===== config.mk =====
export PLATFORM = sky130hd
export DESIGN_NAME = sync_edge_filter
export DESIGN_NICKNAME = d
export VERILOG_FILES = /design/src/rtl/sync_edge_filter.sv
export SDC_FILE = /design/constraint.sdc
export NUM_CORES = 1
export LEC_CHECK = 0
export CORE_UTILIZATION = 47
export DETAILED_ROUTE_END_ITERATION = 6
export PLACE_DENSITY = 0.71
export SLEW_MARGIN = 25
export SYNTH_ARGS = -nofsm -noshare
export SYNTH_HDL_FRONTEND = slang
export SYNTH_SLANG_ARGS = --single-unit

===== constraint.sdc =====
create_clock -name clk -period 3.21 [get_ports clk]
set_input_delay 0.4815 -clock clk [delete_from_list [all_inputs] [get_ports clk]]
set_output_delay 0.4815 -clock clk [all_outputs]
set_load 0.05 [all_outputs]

===== src/rtl/sync_edge_filter.sv =====
// Multi-channel input conditioner: synchroniser chain, stability filter,
// mode-selected edge detector and saturating edge counter per channel.
module sync_edge_filter #(
    parameter int   CHANNELS      = 4,
    parameter int   SYNC_STAGES   = 3,
    parameter int   FILTER_CYCLES = 4,
    parameter int   FILTER_W      = 8,
    parameter int   EDGE_CNT_W    = 16,
    parameter logic RESET_VAL     = 1'b0
) (
    input  logic                             clk,
    input  logic                             rst_n,
    input  logic [CHANNELS-1:0]              async_in,
    input  logic [2*CHANNELS-1:0]            edge_mode,
    input  logic [CHANNELS-1:0]              cnt_clear,
    output logic [CHANNELS-1:0]              level_out,
    output logic [CHANNELS-1:0]              rise_pulse,
    output logic [CHANNELS-1:0]              fall_pulse,
    output logic [CHANNELS-1:0]              edge_pulse,
    output logic [CHANNELS*EDGE_CNT_W-1:0]   edge_count,
    output logic [CHANNELS-1:0]              overflow
);

    // FILTER_CYCLES of 0 and 1 both mean a single-cycle qualification
    localparam int                    F_EFF   = (FILTER_CYCLES < 1) ? 1 : FILTER_CYCLES;
    localparam logic [FILTER_W-1:0]   F_LAST  = FILTER_W'(F_EFF - 1);
    localparam logic [EDGE_CNT_W-1:0] CNT_MAX = {EDGE_CNT_W{1'b1}};
    localparam logic [CHANNELS-1:0]   LVL_RST = {CHANNELS{RESET_VAL}};

    logic [CHANNELS-1:0]   sync_r [SYNC_STAGES];
    logic [CHANNELS-1:0]   sync_q_s;
    logic [FILTER_W-1:0]   filt_cnt_r     [CHANNELS];
    logic [FILTER_W-1:0]   filt_cnt_nxt_s [CHANNELS];
    logic [CHANNELS-1:0]   level_r;
    logic [CHANNELS-1:0]   level_nxt_s;
    logic [CHANNELS-1:0]   level_d_r;
    logic [CHANNELS-1:0]   rise_s;
    logic [CHANNELS-1:0]   fall_s;
    logic [CHANNELS-1:0]   edge_sel_s;
    logic [CHANNELS-1:0]   rise_r;
    logic [CHANNELS-1:0]   fall_r;
    logic [CHANNELS-1:0]   edge_r;
    logic [EDGE_CNT_W-1:0] cnt_r     [CHANNELS];
    logic [EDGE_CNT_W-1:0] cnt_nxt_s [CHANNELS];
    logic [CHANNELS-1:0]   ovf_r;
    logic [CHANNELS-1:0]   ovf_nxt_s;

    assign sync_q_s = sync_r[SYNC_STAGES-1];

    // Synchroniser shift chains, no logic between stages
    always_ff @(posedge clk or negedge rst_n) begin
        if (!rst_n) begin
            for (int s = 0; s < SYNC_STAGES; s++) begin
                sync_r[s] <= LVL_RST;
            end
        end else begin
            sync_r[0] <= async_in;
            for (int s = 1; s < SYNC_STAGES; s++) begin
                sync_r[s] <= sync_r[s-1];
            end
        end
    end

    // Stability filter: level follows sync_q only after F consecutive differing cycles
    always_comb begin
        level_nxt_s = level_r;
        for (int c = 0; c < CHANNELS; c++) begin
            filt_cnt_nxt_s[c] = {FILTER_W{1'b0}};
            if (sync_q_s[c] == level_r[c]) begin
                filt_cnt_nxt_s[c] = {FILTER_W{1'b0}};
            end else if (filt_cnt_r[c] == F_LAST) begin
                level_nxt_s[c]    = sync_q_s[c];
                filt_cnt_nxt_s[c] = {FILTER_W{1'b0}};
            end else begin
                filt_cnt_nxt_s[c] = filt_cnt_r[c] + FILTER_W'(1);
            end
        end
    end

    // Edge qualification against the mode sampled on the detecting edge
    always_comb begin
        rise_s     = level_r & ~level_d_r;
        fall_s     = ~level_r & level_d_r;
        edge_sel_s = {CHANNELS{1'b0}};
        for (int c = 0; c < CHANNELS; c++) begin
            case (edge_mode[2*c +: 2])
                2'b00:   edge_sel_s[c] = 1'b0;
                2'b01:   edge_sel_s[c] = rise_s[c];
                2'b10:   edge_sel_s[c] = fall_s[c];
                2'b11:   edge_sel_s[c] = rise_s[c] | fall_s[c];
                default: edge_sel_s[c] = 1'b0;
            endcase
        end
    end

    // Saturating counter; a clear overrides a coincident increment
    always_comb begin
        ovf_nxt_s = ovf_r;
        for (int c = 0; c < CHANNELS; c++) begin
            cnt_nxt_s[c] = cnt_r[c];
            if (cnt_clear[c]) begin
                cnt_nxt_s[c] = {EDGE_CNT_W{1'b0}};
                ovf_nxt_s[c] = 1'b0;
            end else if (edge_r[c]) begin
                if (cnt_r[c] == CNT_MAX) begin
                    ovf_nxt_s[c] = 1'b1;
                end else begin
                    cnt_nxt_s[c] = cnt_r[c] + EDGE_CNT_W'(1);
                end
            end else begin
                cnt_nxt_s[c] = cnt_r[c];
            end
        end
    end

    // Filter, level, pulse and counter state registers
    always_ff @(posedge clk or negedge rst_n) begin
        if (!rst_n) begin
            level_r   <= LVL_RST;
            level_d_r <= LVL_RST;
            rise_r    <= {CHANNELS{1'b0}};
            fall_r    <= {CHANNELS{1'b0}};
            edge_r    <= {CHANNELS{1'b0}};
            ovf_r     <= {CHANNELS{1'b0}};
            for (int c = 0; c < CHANNELS; c++) begin
                filt_cnt_r[c] <= {FILTER_W{1'b0}};
                cnt_r[c]      <= {EDGE_CNT_W{1'b0}};
            end
        end else begin
            level_r   <= level_nxt_s;
            level_d_r <= level_r;
            rise_r    <= rise_s;
            fall_r    <= fall_s;
            edge_r    <= edge_sel_s;
            ovf_r     <= ovf_nxt_s;
            for (int c = 0; c < CHANNELS; c++) begin
                filt_cnt_r[c] <= filt_cnt_nxt_s[c];
                cnt_r[c]      <= cnt_nxt_s[c];
            end
        end
    end

    assign level_out  = level_r;
    assign rise_pulse = rise_r;
    assign fall_pulse = fall_r;
    assign edge_pulse = edge_r;
    assign overflow   = ovf_r;

    for (genvar g = 0; g < CHANNELS; g++) begin : g_cnt_out
        assign edge_count[g*EDGE_CNT_W +: EDGE_CNT_W] = cnt_r[g];
    end

endmodule

# ---- Yosys cells after proc, flatten, opt, wreduce, memory -nomap -nowiden
# Cells that the tools add are included.
dict set report word_totals {
  ff_bits 132
  latchBits 0
  ram_bits 0
  rom_bits 0
  in_bits 18
  output_inout_bits 84
  elab_cells 131
  memories 0
}
dict set report op_classes {
  addsub 8
  multipliers 0
  div 0
  magnitude_cmp 0
  n_eq_ne 28
  shifts 0
  n_mux 36
  bitwise 12
  reduce_logical 24
}
# cell n
set ops {}
lappend ops {{$mux W16} 12}
lappend ops {{$add A16 B1 Y16 const B} 4}
lappend ops {{$eq A16 B16 Y1 const B} 4}
lappend ops {{$mux W8} 8}
lappend ops {{$add A8 B1 Y8 const B} 4}
lappend ops {{$eq A8 B2 Y1 const B} 4}
lappend ops {{$reduce_and A2 Y1} 12}
lappend ops {{$eq A2 B2 Y1 const B} 8}
lappend ops {{$pmux W1 S4} 4}
lappend ops {{$reduce_bool A2 Y1} 8}
lappend ops {{$mux W1} 12}
lappend ops {{$and A4 B4 Y4} 2}
lappend ops {{$eq A2 B1 Y1 const B} 4}
lappend ops {{$logic_not A2 Y1} 4}
lappend ops {{$ne A2 B2 Y1 const B} 4}
lappend ops {{$not A4 Y4} 2}
lappend ops {{$eq A1 B1 Y1} 4}
lappend ops {{$not A1 Y1} 4}
lappend ops {{$or A1 B1 Y1} 4}

# ---- Longest topological paths before layout
# Gate-level depths: netlist of the first run.
dict set report logic_depth {
  word_depth 4
  ltp_mapped 6
  mapped_depth_nobuf 6
}

# ---- Least setup slack after synthesis of the first run
# No wires, ideal clock.
dict set report synth_timing {
  kind {reg2reg}
  startpoint {register cnt_r (netlist bit edge_count[32])}
  endpoint {register cnt_r (netlist bit edge_count[32])}
  setup_time_ns 0.125
  t_arrival_ns 1.927
  required_ns 3.085
  path_slack_ns 1.159
  stages_incl_launch_ff 6
  n_path_buf 0
  period_less_slack_ns 2.051
  cell_sequence {dfrtp_1 > ha_1 > inv_1 > nor4_4 > a21boi_1 > mux2_2}
}
dict set report synth_between {
  elab_chain_len 4
  word_cells_on_any_way 7
  classes_between {1 x add/sub; 2 x eq/ne; 3 x mux; 1 x reduce/logical}
}
# element line
set synth_rtl {}
lappend synth_rtl {{start, declared} 43} ;# logic [EDGE_CNT_W-1:0] cnt_r [CHANNELS];
lappend synth_rtl {{start signal, assigned by index} 127} ;# cnt_r[c] <= {EDGE_CNT_W{1'b0}};
lappend synth_rtl {{start signal, assigned by index} 138} ;# cnt_r[c] <= cnt_nxt_s[c];
lappend synth_rtl {{$add A16 B1 Y16} 108} ;# cnt_nxt_s[c] = cnt_r[c] + EDGE_CNT_W'(1);
lappend synth_rtl {{$mux W16} 105} ;# if (cnt_r[c] == CNT_MAX) begin
lappend synth_rtl {{$mux W16} 104} ;# end else if (edge_r[c]) begin
lappend synth_rtl {{$mux W16} 101} ;# if (cnt_clear[c]) begin
# Parallel ways exist; a longest one is shown, timed or not. The select of a mux whose other input is x is not followed.
# A chain may end at the register's enable or synchronous reset.

# ---- Final worst setup path of the first run
dict set report layout_timing {
  startpoint {register edge_r[0], in the netlist edge_pulse[0]}
  endpoint {output port edge_pulse[0]}
}
# element line
set layout_rtl {}
lappend layout_rtl {{start, declared} 42} ;# logic [CHANNELS-1:0] edge_r;
lappend layout_rtl {{start signal, assigned} 123} ;# edge_r <= {CHANNELS{1'b0}};
lappend layout_rtl {{start signal, assigned} 134} ;# edge_r <= edge_sel_s;
lappend layout_rtl {{end, declared} 19} ;# output logic [CHANNELS-1:0] edge_pulse,
# No word-level cell between the ends.

==> qor.txt, run 1 <==
# port buffers - 101
VDD IR max - 0.412 mV
DRT Wirelength - 14000 µm
Area after DPL - 0.00773 mm²
Grt total ovfl - 0
RSZ-0062 raised after global routing - false
Clk buf depth - 2
Hpwl dp - 9500 µm
Horiz. Die Dim - 120 µm
First-pass GRT wire length - 23700 µm
Worst hold path class - input port to async pin
GRT met2 Usage - 0.343
Pwr/cell area - 644 mW/mm²
Worst-path clk slew - 0.05 ns
Most frequent cell after synthesis - dfrtp_1
Share of power burned in registers - 0.401
DIE HEIGHT - 120 µm
Number of antenna diodes - 0
Pint - 3.59 mW
Antenna Nets Post-Route - 0
Hold Vio Cnt, Final - 0
Worst path cell trace - clkdlybuf4s50_1
Vias in the first global route - 5039
Post-synth cell types - 51
Drt pass-1 iters - 5
Syn_nets - 675
Min Tclk post-route - 2.33 ns
Buffers plus inverters on the worst setup path - 1
Largest stage delay, worst path - 0.87 ns
EDFF count, synth - 0
Final clock skew - 0.00440 ns
Max cap viols - 0
Fmax - 430 MHz
Post-DR wirelength/cell - 15.0 µm
Drt drc - 0
# H-tree levels - 4
Register area share after synthesis - 0.505
DR vias - 5187
Most frequent cells after synthesis - dfrtp_1 (132), nor2_1 (71), nand3_1 (42)
Post-CTS setup buffers - 0
Synth Flop Type - dfrtp_1
Root buffer cell - clkbuf_16
Pin count of the biggest net entering global routing - 80
Post-synthesis area per instance - 10.3 µm²
Startpoint types - flip-flop
Antenna violations before repair - 0
WP data arrival - 1.84 ns
Area contributors post-synth - dfrtp_1 (51%), mux2_2 (5.2%), nor2_1 (4.1%)
CP endpoint kind - primary output
Total track usage - 0.207
Leak pwr - 3.58 nW
Setup violators final - 0
Post-CTS sizing - 0
Power share of the clock group - 0.347
Layout cells sized above 1 - 0.0926
Row cnt - 42
PnR worst setup slack - 0.884 ns
DRT iter0 DRCs - 432
Relative slew slack - 0.385
Switching power - 1.76 mW
Post-route cell area - 0.00830 mm²
Final TNS setup - 0 ns
Initial Utilization - 0.488
Drt via density - 5.57
Switch share - 0.329
CTS hold repair buffers - 0
Logic pwr share - 0.252
Cells after synthesis - 637
Worst-Skew Late Latency - 0.41 ns
Synth Cell Area - 0.00654 mm²
Async set-reset flop share out of synthesis - 1.00
CP Max Fanout - 12
Clk sinks - 132
Gpl congestion - 0.835
Met1 GRT Util - 0.258
I/O pin count - 102
Period Utilization, post-route - 0.724
Clock buffer count from CTS - 17
Post-placement setup slack - 1.09 ns
CP max-delay cell - clkdlybuf4s50_1
Worst Path Required - 2.73 ns
Yosys top cell area share - 0.505
CTS tree - built
Yosys reg bits - 132
Max-slew violations - 0
Met3 usage - 0.0561
Status - finished, final reports clean
Slew @ Worst Pin - 0.919 ns
Core Box Area - 0.0134 mm²
Fin nets - 781
Leading area contributor after synthesis - dfrtp_1
Critical path class - flip-flop to primary output
CP top delay family - buffers and inverters
Ys Warns - 0
Area delta synth->final - 26.9%
Die ar. - 0.0144 mm²
Layer with the highest usage - met2
## cells in the final DEF (no fill, tap or decap), types with 3 or more instances in the layout
master and n:
nor4_1 3, and2_1 6, clkbuf_16 17, nand4_1 21
ha_1 20, nor3_1 15, and3_1 17, nand2_1 34
xor2_1 26, clkdlybuf4s50_1 100, a21oi_1 34, nand2b_1 6
a31oi_1 10, and4_1 10, nor2_1 71, xnor2_1 5
o31ai_1 8, mux2i_1 8, nor2b_1 28, a21boi_0 3
mux2_2 30, nand3_1 42, or4_1 6, clkbuf_1 8
dfrtp_1 132, inv_1 21, a211oi_1 8, o21ai_0 13
or3_1 9, and3_2 4, clkbuf_8 3, nor4b_1 3
## final cells by class
class	instances	area (µm²)
clock inverter	4	70.1
tap	176	220
multi-input combinational	467	3080
timing repair buffer	104	1050
inverter	21	78.8
clock buffer	28	497
sequential	132	3300
fill	1141	5100
## metrics by stage
| step | hold WS [ns] | std cells | power [mW] | util |
|---|---|---|---|---|
| floorplan | 0.186 | 637 | 3.04 | - |
| global placement | 0.334 | 900 | 3.48 | 0.577 |
| detailed placement | 0.336 | 900 | 3.53 | 0.577 |
| CTS | 0.131 | 932 | 5.41 | 0.619 |
| global route | 0.166 | 932 | 5.60 | 0.619 |
| finish | 0.0985 | 932 | 5.34 | 0.619 |
## final timing paths
check	start	to	slack (ns)	cells past startpoint
worst max-delay path	edge_pulse[0]	edge_pulse[0]	0.88	1
worst min-delay path	rst_n	edge_count[61]	0.1	1
worst max register to register	edge_count[32]	edge_count[32]	1.16	5
worst min register to register	sync_r[4]	sync_q_s[0]	0.35	0
max in group asynchronous	rst_n	edge_count[23]	2.36	2
min in group clk	sync_r[4]	sync_q_s[0]	0.35	0
## sequential cells by signal, indices dropped and copies added, names as in the netlist
| name | count |
|---|---|
| fall_pulse | 4 |
| sync_q_s | 4 |
| level_out | 4 |
| level_d_r | 4 |
| edge_pulse | 4 |
| overflow | 4 |
| sync_r | 8 |
| edge_count | 64 |
| filt_cnt_r | 32 |
| rise_pulse | 4 |
## metal layers
layer | wire length, µm | up-vias
met5 | 0 | -
met4 | 147 | 0
met3 | 683 | 13
met2 | 6980 | 141
met1 | 6200 | 2529
li1 | - | 2504
## power by group through the flow
stage,sequential (mW),combinational [mW],clock [mW]
2_1_floorplan,2.55,0.489,0
5_1_grt,2.18,1.47,1.96
4_1_cts,2.14,1.37,1.89
3_5_place_dp,2.17,1.36,0
6_report,2.14,1.35,1.86
3_3_place_gp,2.15,1.33,0
## kinds of logic (layout without fill, tap and decap cells)
logic type      after synthesis  after routing  synth area share
simple gates                287            287             0.238
flops                       132            132             0.505
compound gates               89             89            0.0848
mux                          40             40            0.0685
buf+inv                      38            157            0.0239
xor+xnor                     31             31            0.0415
fa+ha+maj                    20             20            0.0383
Power figures use the tool's default switching activity.
==> run 2: changes to the inputs <==
==> constraint.sdc (replaced) <==
create_clock -name clk -period 2.2 [get_ports clk]
set_input_delay 0.33 -clock clk [delete_from_list [all_inputs] [get_ports clk]]
set_output_delay 0.33 -clock clk [all_outputs]
set_load 0.05 [all_outputs]
==> run 2 against run 1 <==
  * Total power rose by 45%
  * Die area did not move
  * Hold slack improved by 0.25 ns
  * Setup slack got worse by 0.79 ns
  * Cell area rose by 1.1%
  * Wire length rose by 0.61%
  * Clock skew barely moved
  * Sequential share of layout area fell by 0.44 points
  * Core utilization rose by 0.69 points
  * Combinational power rose by 50%
  * Critical endpoint is now edge_count[40]
==> qor.txt, run 2 (synthesis results as in run 1) <==
Status - finished, final reports clean
Total track usage - 0.212
Post-CTS setup buffers - 0
Max-slew violations - 0
DRT Wirelength - 14100 µm
Period Utilization, post-route - 0.958
Worst-path clk slew - 0.05 ns
Power share of the clock group - 0.339
Commonest non-fill, non-tap cell in the layout - dfrtp_1
Commonest cells after routing, fill and taps aside - dfrtp_1 (132), clkdlybuf4s50_1 (98), nor2_1 (71)
Post-layout util - 0.626
Max cap viols - 0
Buffers plus inverters on the worst setup path - 1
Pwr/cell area - 925 mW/mm²
RSZ-0062 raised after global routing - false
Hold Vio Cnt, Final - 0
Final TNS setup - 0 ns
Pin count of the biggest net entering global routing - 68
Drt drc - 0
Critical path class - flip-flop to primary output
CTS tree - built
Worst r2r dst - filt_cnt_r[11]
Worst hold path class - flip-flop to flip-flop
Worst r2r src - filt_cnt_r[8]
Slew @ Worst Pin - 0.615 ns
WP data arrival - 1.78 ns
Min Tclk post-route - 2.11 ns
Leak pwr - 3.67 nW
CP top delay family - buffers and inverters
Relative slew slack - 0.590
Clk sinks - 132
Worst-Skew Late Latency - 0.42 ns
VDD IR max - 1.03 mV
Clock buffer count from CTS - 17
Logic pwr share - 0.261
Pint - 5.17 mW
DR vias - 5231
DIE HEIGHT - 120 µm
Initial Utilization - 0.488
Grt total ovfl - 0
CP endpoint kind - primary output
Worst Hold End - sync_q_s[1]
Hpwl dp - 9800 µm
Row cnt - 42
Vias in the first global route - 5142
Post-DR wirelength/cell - 14.9 µm
Worst path cell trace - clkdlybuf4s50_1
Die ar. - 0.0144 mm²
Fmax - 474 MHz
Worst Path Required - 1.87 ns
Startpoint of the worst hold path - sync_r[5]
DRT iter0 DRCs - 487
Switch share - 0.333
CP Launch Point - edge_count[40]
CP max-delay cell - clkdlybuf4s50_1
Number of antenna diodes - 0
Startpoint types - flip-flop
Share of power burned in registers - 0.400
First-pass GRT wire length - 24400 µm
CP Max Fanout - 8
R2R depth - 5
Worst reg-to-reg setup slack - 0.25 ns
I/O pin count - 102
Core Box Area - 0.0134 mm²
Horiz. Die Dim - 120 µm
Root buffer cell - clkbuf_16
Setup violators final - 0
Area delta synth->final - 28.3%
WHS - 0.345 ns
Drt pass-1 iters - 5
Drt via density - 5.55
Fin nets - 793
Clk buf depth - 2
Antenna violations before repair - 0
Final clock skew - 0.00460 ns
Switching power - 2.59 mW
Layout cells sized above 1 - 0.111
Tot Pwr - 7.76 mW
Largest stage delay, worst path - 0.86 ns
Hold depth - 0
Antenna Nets Post-Route - 0
Gpl congestion - 0.856
# H-tree levels - 4
# port buffers - 101
Max FFs per register - 64
[run 2: cell count changes in the layout (fill, tap and decap cells not counted), sizes merged]
cell / change
bufinv: -2
dlymetal6s2s: +2
clkdlybuf4s50: -2
buf: +11
clkinv: +1
dlygate4sd3: +1
[run 2: cell type report]
class,count,area (µm²)
flip-flops and latches,132,3300
fillers,1116,5010
inverters,21,78.8
well taps,176,220
clock buffers,28,547
clock inverters,3,15.0
multi-input cells,467,3080
repair buffers,116,1140
[run 2: per-layer routing]
metal | track usage | part of all wire | up-vias
met4 | 0.0828 | 0.019 | 0
met1 | 0.268 | 0.45 | 2536
met3 | 0.0566 | 0.048 | 24
met2 | 0.346 | 0.49 | 139
met5 | 0 | 0 | -
li1 | - | - | 2532
[run 2: how the worst max path moves through the flow]
stage	to	depth (start not counted)
final	edge_count[40]	1
after global placement	edge_count[32]	5
after detailed placement	level_out[2]	4
after CTS	edge_pulse[1]	1
after global routing	edge_count[56]	1
after floorplan	edge_count[32]	5
[run 2: power by group through the flow]
stage / combinational, mW / sequential, mW / clock (mW)
finish: 2.03 / 3.10 / 2.63
global route: 2.20 / 3.16 / 2.80
CTS: 2.05 / 3.10 / 2.69
detailed placement: 2.04 / 3.14 / 0
global placement: 1.99 / 3.11 / 0
floorplan: 0.713 / 3.72 / 0
[run 2: metrics by stage]
| stage | cell area, µm² | worst slack, ns | instances |
|---|---|---|---|
| 2_1_floorplan | 6540 | 0.149 | 637 |
| 3_3_place_gp | 7810 | 0.343 | 911 |
| 3_5_place_dp | 7810 | 0.264 | 911 |
| 4_1_cts | 8380 | 0.0294 | 943 |
| 5_1_grt | 8390 | 0.0290 | 943 |
| 6_report | 8390 | 0.0918 | 943 |
[run 2: repair_timing]
item / CTS / global route
hold endpoints to repair: 64 / 0
hold buffers: 1 / 0
setup endpoints to repair: 0 / 2
gates resized for setup: 0 / 2
[run 2: worst register-to-register path: cells and delay by family (launching register included)]
family,cells,cell delay [ns]
and+or+nand+nor,4,1.20
adders and majority gates,1,0.20
DFF,1,0.43
